===== src/rtl/relu_arb_pkg.sv =====
// Shared types and helpers for the ReLU arbiter: FSM encoding, result tag, round-robin pick.
package relu_arb_pkg;

    localparam int MAX_ID_W = 4;

    typedef enum logic [0:0] {
        IDLE  = 1'b0,
        BURST = 1'b1
    } arb_state_e;

    localparam logic [0:0] ST_IDLE  = IDLE;
    localparam logic [0:0] ST_BURST = BURST;

    typedef struct packed {
        logic [MAX_ID_W-1:0] id;
        logic                last;
    } res_tag_t;

    // First requester with valid set, searching from ptr+1 and wrapping modulo n.
    function automatic logic [MAX_ID_W-1:0] rr_pick(
        input logic [15:0]         valid,
        input logic [MAX_ID_W-1:0] ptr,
        input int                  n
    );
        logic [MAX_ID_W-1:0] pick;
        logic                found;
        int                  idx;
        pick  = ptr;
        found = 1'b0;
        for (int k = 1; k <= 16; k++) begin
            idx = (int'(ptr) + k) % n;
            if ((k <= n) && !found && valid[4'(idx)]) begin
                pick  = MAX_ID_W'(idx);
                found = 1'b1;
            end
        end
        return pick;
    endfunction

endpackage


===== src/rtl/relu_arb_fifo.sv =====
// Small synchronous show-ahead FIFO for tagged ReLU results; push and pop may coincide even when full.
module relu_arb_fifo #(
    parameter int DW    = 19,
    parameter int DEPTH = 2,
    parameter int PW    = (DEPTH > 1) ? $clog2(DEPTH) : 1,
    parameter int CW    = $clog2(DEPTH + 1)
) (
    input  logic          clk,
    input  logic          rst_n,
    input  logic          i_push,
    input  logic [DW-1:0] i_din,
    input  logic          i_pop,
    output logic [DW-1:0] o_dout,
    output logic          o_valid,
    output logic [CW-1:0] o_count
);

    logic [DW-1:0] r_mem [DEPTH];
    logic [PW-1:0] r_wr_ptr;
    logic [PW-1:0] r_rd_ptr;
    logic [CW-1:0] r_count;
    logic          w_pop;

    function automatic logic [PW-1:0] ptr_inc(input logic [PW-1:0] p);
        return (p == PW'(DEPTH - 1)) ? '0 : p + 1'b1;
    endfunction

    assign w_pop = i_pop & (r_count != '0);

    always_ff @(posedge clk or negedge rst_n) begin
        if (!rst_n) begin
            for (int i = 0; i < DEPTH; i++) begin
                r_mem[i] <= '0;
            end
            r_wr_ptr <= '0;
            r_rd_ptr <= '0;
            r_count  <= '0;
        end else begin
            if (i_push) begin
                r_mem[r_wr_ptr] <= i_din;
                r_wr_ptr        <= ptr_inc(r_wr_ptr);
            end
            if (w_pop) begin
                r_rd_ptr <= ptr_inc(r_rd_ptr);
            end
            r_count <= r_count + CW'(i_push) - CW'(w_pop);
        end
    end

    assign o_dout  = r_mem[r_rd_ptr];
    assign o_valid = (r_count != '0);
    assign o_count = r_count;

endmodule


===== src/rtl/relu_arbiter.sv =====
// Round-robin, burst-granular sharing of one registered ReLU unit among NUM_REQ producers.
// Optional statistics counters are enabled with `define RELU_ARB_STATS_EN.
module relu_arbiter
    import relu_arb_pkg::*;
#(
    parameter int featureWidth = 16,
    parameter int NUM_REQ      = 4,
    parameter int OUT_DEPTH    = 2,
    parameter int ID_W         = $clog2(NUM_REQ)
) (
    input  logic                            clk,
    input  logic                            rst_n,
    input  logic [NUM_REQ-1:0]              req_valid,
    input  logic [NUM_REQ*featureWidth-1:0] req_data,
    input  logic [NUM_REQ-1:0]              req_last,
    output logic [NUM_REQ-1:0]              req_ready,
    output logic [featureWidth-1:0]         relu_x,
    output logic                            relu_en,
    input  logic [featureWidth-1:0]         relu_out,
    output logic                            out_valid,
    input  logic                            out_ready,
    output logic [featureWidth-1:0]         out_data,
    output logic [ID_W-1:0]                 out_id,
    output logic                            out_last,
    output logic                            busy
`ifdef RELU_ARB_STATS_EN
    ,
    input  logic                            stats_clr,
    output logic [31:0]                     neg_count,
    output logic [31:0]                     burst_count
`endif
);

    localparam int DW = featureWidth + ID_W + 1;
    localparam int CW = $clog2(OUT_DEPTH + 1);

    logic [0:0]              r_state;
    logic [ID_W-1:0]         r_grant;
    logic [ID_W-1:0]         r_rr_ptr;
    logic                    r_relu_en;
    logic [featureWidth-1:0] r_relu_x;
    res_tag_t                r_s1_tag;
    res_tag_t                r_s2_tag;
    logic                    r_inflight;

    logic                    w_pop;
    logic                    w_can_issue;
    logic                    w_accept;
    logic                    w_grant_valid;
    logic                    w_grant_last;
    logic [featureWidth-1:0] w_grant_data;
    logic [MAX_ID_W-1:0]     w_pick;
    logic [CW:0]             w_used;
    logic [CW-1:0]           w_fifo_count;
    logic                    w_fifo_valid;
    logic [DW-1:0]           w_fifo_dout;
    logic [DW-1:0]           w_fifo_din;
    logic                    w_unused;

    assign w_grant_valid = req_valid[r_grant];
    assign w_grant_last  = req_last[r_grant];
    assign w_grant_data  = req_data[int'(r_grant)*featureWidth +: featureWidth];
    assign w_pick        = rr_pick(16'(req_valid), 4'(r_rr_ptr), NUM_REQ);

    // Credits cover both pipeline stages (ReLU input and ReLU output) so the FIFO can never overflow.
    assign w_pop       = w_fifo_valid & out_ready;
    assign w_used      = (CW+1)'(w_fifo_count) + (CW+1)'(r_relu_en) + (CW+1)'(r_inflight)
                         - (CW+1)'(w_pop);
    assign w_can_issue = (w_used < (CW+1)'(OUT_DEPTH));
    assign w_accept    = (r_state == ST_BURST) & w_can_issue & w_grant_valid;

    always_comb begin
        req_ready = '0;
        if ((r_state == ST_BURST) && w_can_issue) begin
            req_ready[r_grant] = 1'b1;
        end
    end

    always_ff @(posedge clk or negedge rst_n) begin
        if (!rst_n) begin
            r_state    <= ST_IDLE;
            r_grant    <= '0;
            r_rr_ptr   <= ID_W'(NUM_REQ - 1);
            r_relu_en  <= 1'b0;
            r_relu_x   <= '0;
            r_s1_tag   <= '0;
            r_s2_tag   <= '0;
            r_inflight <= 1'b0;
        end else begin
            r_relu_en  <= w_accept;
            r_inflight <= r_relu_en;
            r_s2_tag   <= r_s1_tag;
            if (w_accept) begin
                r_relu_x      <= w_grant_data;
                r_s1_tag.id   <= MAX_ID_W'(r_grant);
                r_s1_tag.last <= w_grant_last;
            end
            case (r_state)
                ST_IDLE: begin
                    if (|req_valid) begin
                        r_grant <= ID_W'(w_pick);
                        r_state <= ST_BURST;
                    end
                end
                ST_BURST: begin
                    if (w_accept && w_grant_last) begin
                        r_rr_ptr <= r_grant;
                        r_state  <= ST_IDLE;
                    end
                end
                default: r_state <= ST_IDLE;
            endcase
        end
    end

    assign relu_en = r_relu_en;
    assign relu_x  = r_relu_x;

    // relu_out is only meaningful one cycle after relu_en, which is exactly when r_inflight is set.
    assign w_fifo_din = {relu_out, r_s2_tag.id[ID_W-1:0], r_s2_tag.last};

    relu_arb_fifo #(
        .DW    (DW),
        .DEPTH (OUT_DEPTH)
    ) u_fifo (
        .clk     (clk),
        .rst_n   (rst_n),
        .i_push  (r_inflight),
        .i_din   (w_fifo_din),
        .i_pop   (w_pop),
        .o_dout  (w_fifo_dout),
        .o_valid (w_fifo_valid),
        .o_count (w_fifo_count)
    );

    assign out_valid                      = w_fifo_valid;
    assign {out_data, out_id, out_last}   = w_fifo_dout;
    assign busy = (r_state == ST_BURST) | r_relu_en | r_inflight | w_fifo_valid;

    assign w_unused = (|(r_s2_tag.id >> ID_W)) | (|(w_pick >> ID_W));

`ifdef RELU_ARB_STATS_EN
    logic [31:0] r_neg_count;
    logic [31:0] r_burst_count;

    always_ff @(posedge clk or negedge rst_n) begin
        if (!rst_n) begin
            r_neg_count   <= '0;
            r_burst_count <= '0;
        end else if (stats_clr) begin
            r_neg_count   <= '0;
            r_burst_count <= '0;
        end else if (w_accept) begin
            if (w_grant_data[featureWidth-1] && (r_neg_count != '1)) begin
                r_neg_count <= r_neg_count + 32'd1;
            end
            if (w_grant_last && (r_burst_count != '1)) begin
                r_burst_count <= r_burst_count + 32'd1;
            end
        end
    end

    assign neg_count   = r_neg_count;
    assign burst_count = r_burst_count;
`endif

endmodule


===== config.mk =====
export PLATFORM = sky130hd
export DESIGN_NAME = relu_arbiter
export DESIGN_NICKNAME = d
export VERILOG_FILES = /design/src/rtl/relu_arb_pkg.sv /design/src/rtl/relu_arb_fifo.sv /design/src/rtl/relu_arbiter.sv
export SDC_FILE = /design/constraint.sdc
export NUM_CORES = 1
export LEC_CHECK = 0
export CAP_MARGIN = 20
export CELL_PAD_IN_SITES_DETAIL_PLACEMENT = 1
export CELL_PAD_IN_SITES_GLOBAL_PLACEMENT = 1
export CORE_MARGIN = 3
export CORE_UTILIZATION = 38
export DETAILED_ROUTE_END_ITERATION = 6
export PLACE_DENSITY = 0.9
export SKIP_CTS_REPAIR_TIMING = 1
export SYNTH_ARGS = -nofsm -noshare
export SYNTH_HDL_FRONTEND = slang
export SYNTH_HIERARCHICAL = 1
export SYNTH_SLANG_ARGS = --single-unit

===== constraint.sdc =====
create_clock -name clk -period 4.9 [get_ports clk]
set_input_delay 0.98 -clock clk [delete_from_list [all_inputs] [get_ports clk]]
set_output_delay 0.98 -clock clk [all_outputs]
set_load 0.02 [all_outputs]

==> metrics.txt <==
Reg power frac=32.9%; vias in the first global route=3,050; CTS tree=done; pre-CTS setup slack=-0.0291 ns; Hold Path Class=reg -> reg; share of cells above drive strength 1=29.6%; starting density of the core=40.3%; Hold Slack=0.374 ns; Total Nets Final=467; Synth top cells by count=dfrtp_1 (69), mux2_2 (54), mux4_2 (18); top area cells in the synthesized netlist=dfrtp_1 (48%), mux2_2 (17%), mux4_2 (11%), mux2_4 (4.6%), mux2_1 (3.4%); FF+latch count, synth=71; Synth Warn #=6; Rel. slew slack=28.8%; CP arrival=3.55 ns; final hold vios=0; CP Class=in -> out; die area=10,700 µm²; ys async rst share=100%; PD cells=669 nW/µm²; MaxCap Viol Count=0; placer congestion estimate=0.720; # diodes=0; unrepaired setup endpoints after global routing=false; Clock Path Buffers=2; Inst Count DP=486; DR WL/cell=18.9 µm; FF-to-FF Start=u_fifo/o_count[1]$_DFF_PN0_; synthesized area per cell=15.1 µm²; gr usage total=18.2%; post-synthesis sequential area ratio=49.2%; initial DRC count=75; fin. max-slew vios=0; Finish-stage setup viols=0; Tmin final=4.53 ns; Worst setup EP type=output pin; # clock sinks=71; critical-path maximum fanout=6; Sw Ratio=35.9%; CP max stage cell=fa_1; top_reg_cell synth=dfrtp_1; Initial DRT Pass Iterations=4; Post-synth EDFFs=0; combinational power share=52.8%; Die W=104 µm; Clock Pin Slew Worst Setup and Hold Paths=0.07 ns; CORE AREA=8980 µm²; Max rail drop VDD=0.264 mV; total length of routed wires=9460 µm; Power Internal=2.23 mW; Leak Pwr=2.22 nW; Syn Inst Count=240; Buf/Inv on CP=4; Port Buffers=132; row count=34; DRC viols=0; Clk pwr share=14.3%; hold path cells=0; f_max=0.221 GHz; # fillers=894; HP Start=r_s1_tag[1]$_DFFE_PN0P_; Worst setup SP type=input port; mapped cell area=3620 µm²; r2r endpoint=relu_x[4]$_DFFE_PN0P_; Area Overhead vs Synth=44.0%; P_sw=1.25 mW; H-tree levels=3; cell chain of the critical path=clkdlybuf4s50_1 -> and2_1 -> ha_1 -> inv_1 -> ha_1 -> a21o_1 -> fa_1 -> nor3_2 -> buf_4 -> nor3b_1 -> dlymetal6s2s_1; Mapped Nets=336; slowest stage delay, CP=0.45 ns; critical path's most frequent cell=ha_1; worst-margin pin slew=1.07 ns; non-filler cells, final=501; antenna viol nets, final=0; first-pass GRT wire length=15,600 µm; WHS Endpoint=r_s2_tag[1]$_DFF_PN0_; initial antenna violation count=0; Setup Skew=0.0110 ns; area of the multi-input gates=1670 µm²; status=completed; I/O pin cnt=133; synth unique cells=42; Die Ht=104 µm; worst skew pair latency=0.33 ns; delay-heaviest family, CP=adder cells; Via density=5.10; Register-to-Register Setup Slack=1.48 ns; DPL Wire Length=7040 µm; final worst-path cycle share=92.4%; leading area contributor after synthesis=dfrtp_1; via count=2,553; largest net degree at the start of global routing=72; final worst-path setup slack=0.372 ns; setup_tns=0 ns; Worst Path Required=3.92 ns; top-count cell post-synth=dfrtp_1; R2R depth=11; Overflow after GRT=0; Yosys top cell area share=47.7%; clock root cell=clkbuf_8; Num CTS Buffers=9; sequential cell area=1780 µm²
[final cells by class]
class | instances | area share [%]
Clock buffer | 9 | 2.38
Clock inverter | 6 | 1.66
Inverter | 12 | 0.864
Multi-Input combinational cell | 142 | 32.0
Sequential cell | 71 | 34.1
Tap cell | 126 | 3.02
Timing Repair Buffer | 135 | 25.9
[state kept, by name, indices dropped and copies added, names as in the netlist]
signal           flops
u_fifo/r_rd_ptr      1
u_fifo/r_mem        38
r_rr_ptr             2
relu_en              1
relu_x              16
r_s1_tag             3
u_fifo/o_count       2
r_state              1
r_inflight           1
r_s2_tag             3
r_grant              2
u_fifo/r_wr_ptr      1
[cell usage in the layout, fill, tap and decap left out, drive strengths merged, types with 2 or more instances in the layout]
cell type      instances
a21o                   2
a21oi                  4
and3                   2
buf                    4
bufinv                 2
clkbuf                 9
clkdlybuf4s50        127
clkinv                 3
dfrtp                 69
dfstp                  2
dlymetal6s2s           4
ha                     4
inv                   12
mux2                  76
mux4                  18
nand2                  4
nor2                   4
nor3b                  2
o21ai                  3
o22ai                  2
xnor2                  3
xor2                   2
[metrics by stage]
| step | util [%] | area (µm²) | total power, mW |
|---|---|---|---|
| floorplan | - | 3620 | 2.32 |
| global placement | 55.6 | 4990 | 2.94 |
| detailed placement | 55.6 | 4990 | 3.03 |
| CTS | 58.0 | 5200 | 3.54 |
| global route | 58.1 | 5210 | 3.72 |
| finish | 58.1 | 5210 | 3.49 |
[power groups by stage]
stage          Clock (mW)  Combinational (mW)  Sequential [mW]
2_1_floorplan           0                1.22             1.10
3_3_place_gp            0                1.81             1.13
3_5_place_dp            0                1.87             1.16
4_1_cts             0.514                1.88             1.15
5_1_grt             0.541                1.98             1.20
6_report            0.499                1.84             1.15
[how the worst max path moves through the flow]
stage,slack (ns),startpoint,end,depth (start not counted)
2_1_floorplan,0.78,out_ready,req_ready[0],8
3_3_place_gp,0.05,out_ready,req_ready[0],11
3_5_place_dp,-0.03,out_ready,req_ready[0],11
4_1_cts,-0.05,out_ready,req_ready[0],11
5_1_grt,0.19,out_ready,req_ready[2],12
6_report,0.37,out_ready,req_ready[0],11
[metal layers]
layer  track usage, %  wire, µm  part of all wire [%]
met4             4.65       100                   1.1
met1             20.9      3720                    39
met5                0         0                     0
met3             4.54       550                   5.8
met2             33.8      5090                    54
[kinds of logic (layout without fill, tap and decap cells)]
| family | count (synthesis) | in the layout | synth area share [%] |
|---|---|---|---|
| buf+inv | 27 | 162 | 4.74 |
| simple gates | 20 | 20 | 3.49 |
| fa+ha+maj | 5 | 5 | 1.94 |
| compound gates | 17 | 17 | 3.21 |
| mux | 95 | 95 | 36.3 |
| flops | 71 | 71 | 49.2 |
| xor+xnor | 5 | 5 | 1.21 |
Note: power is estimated with default switching activity, not from simulation.
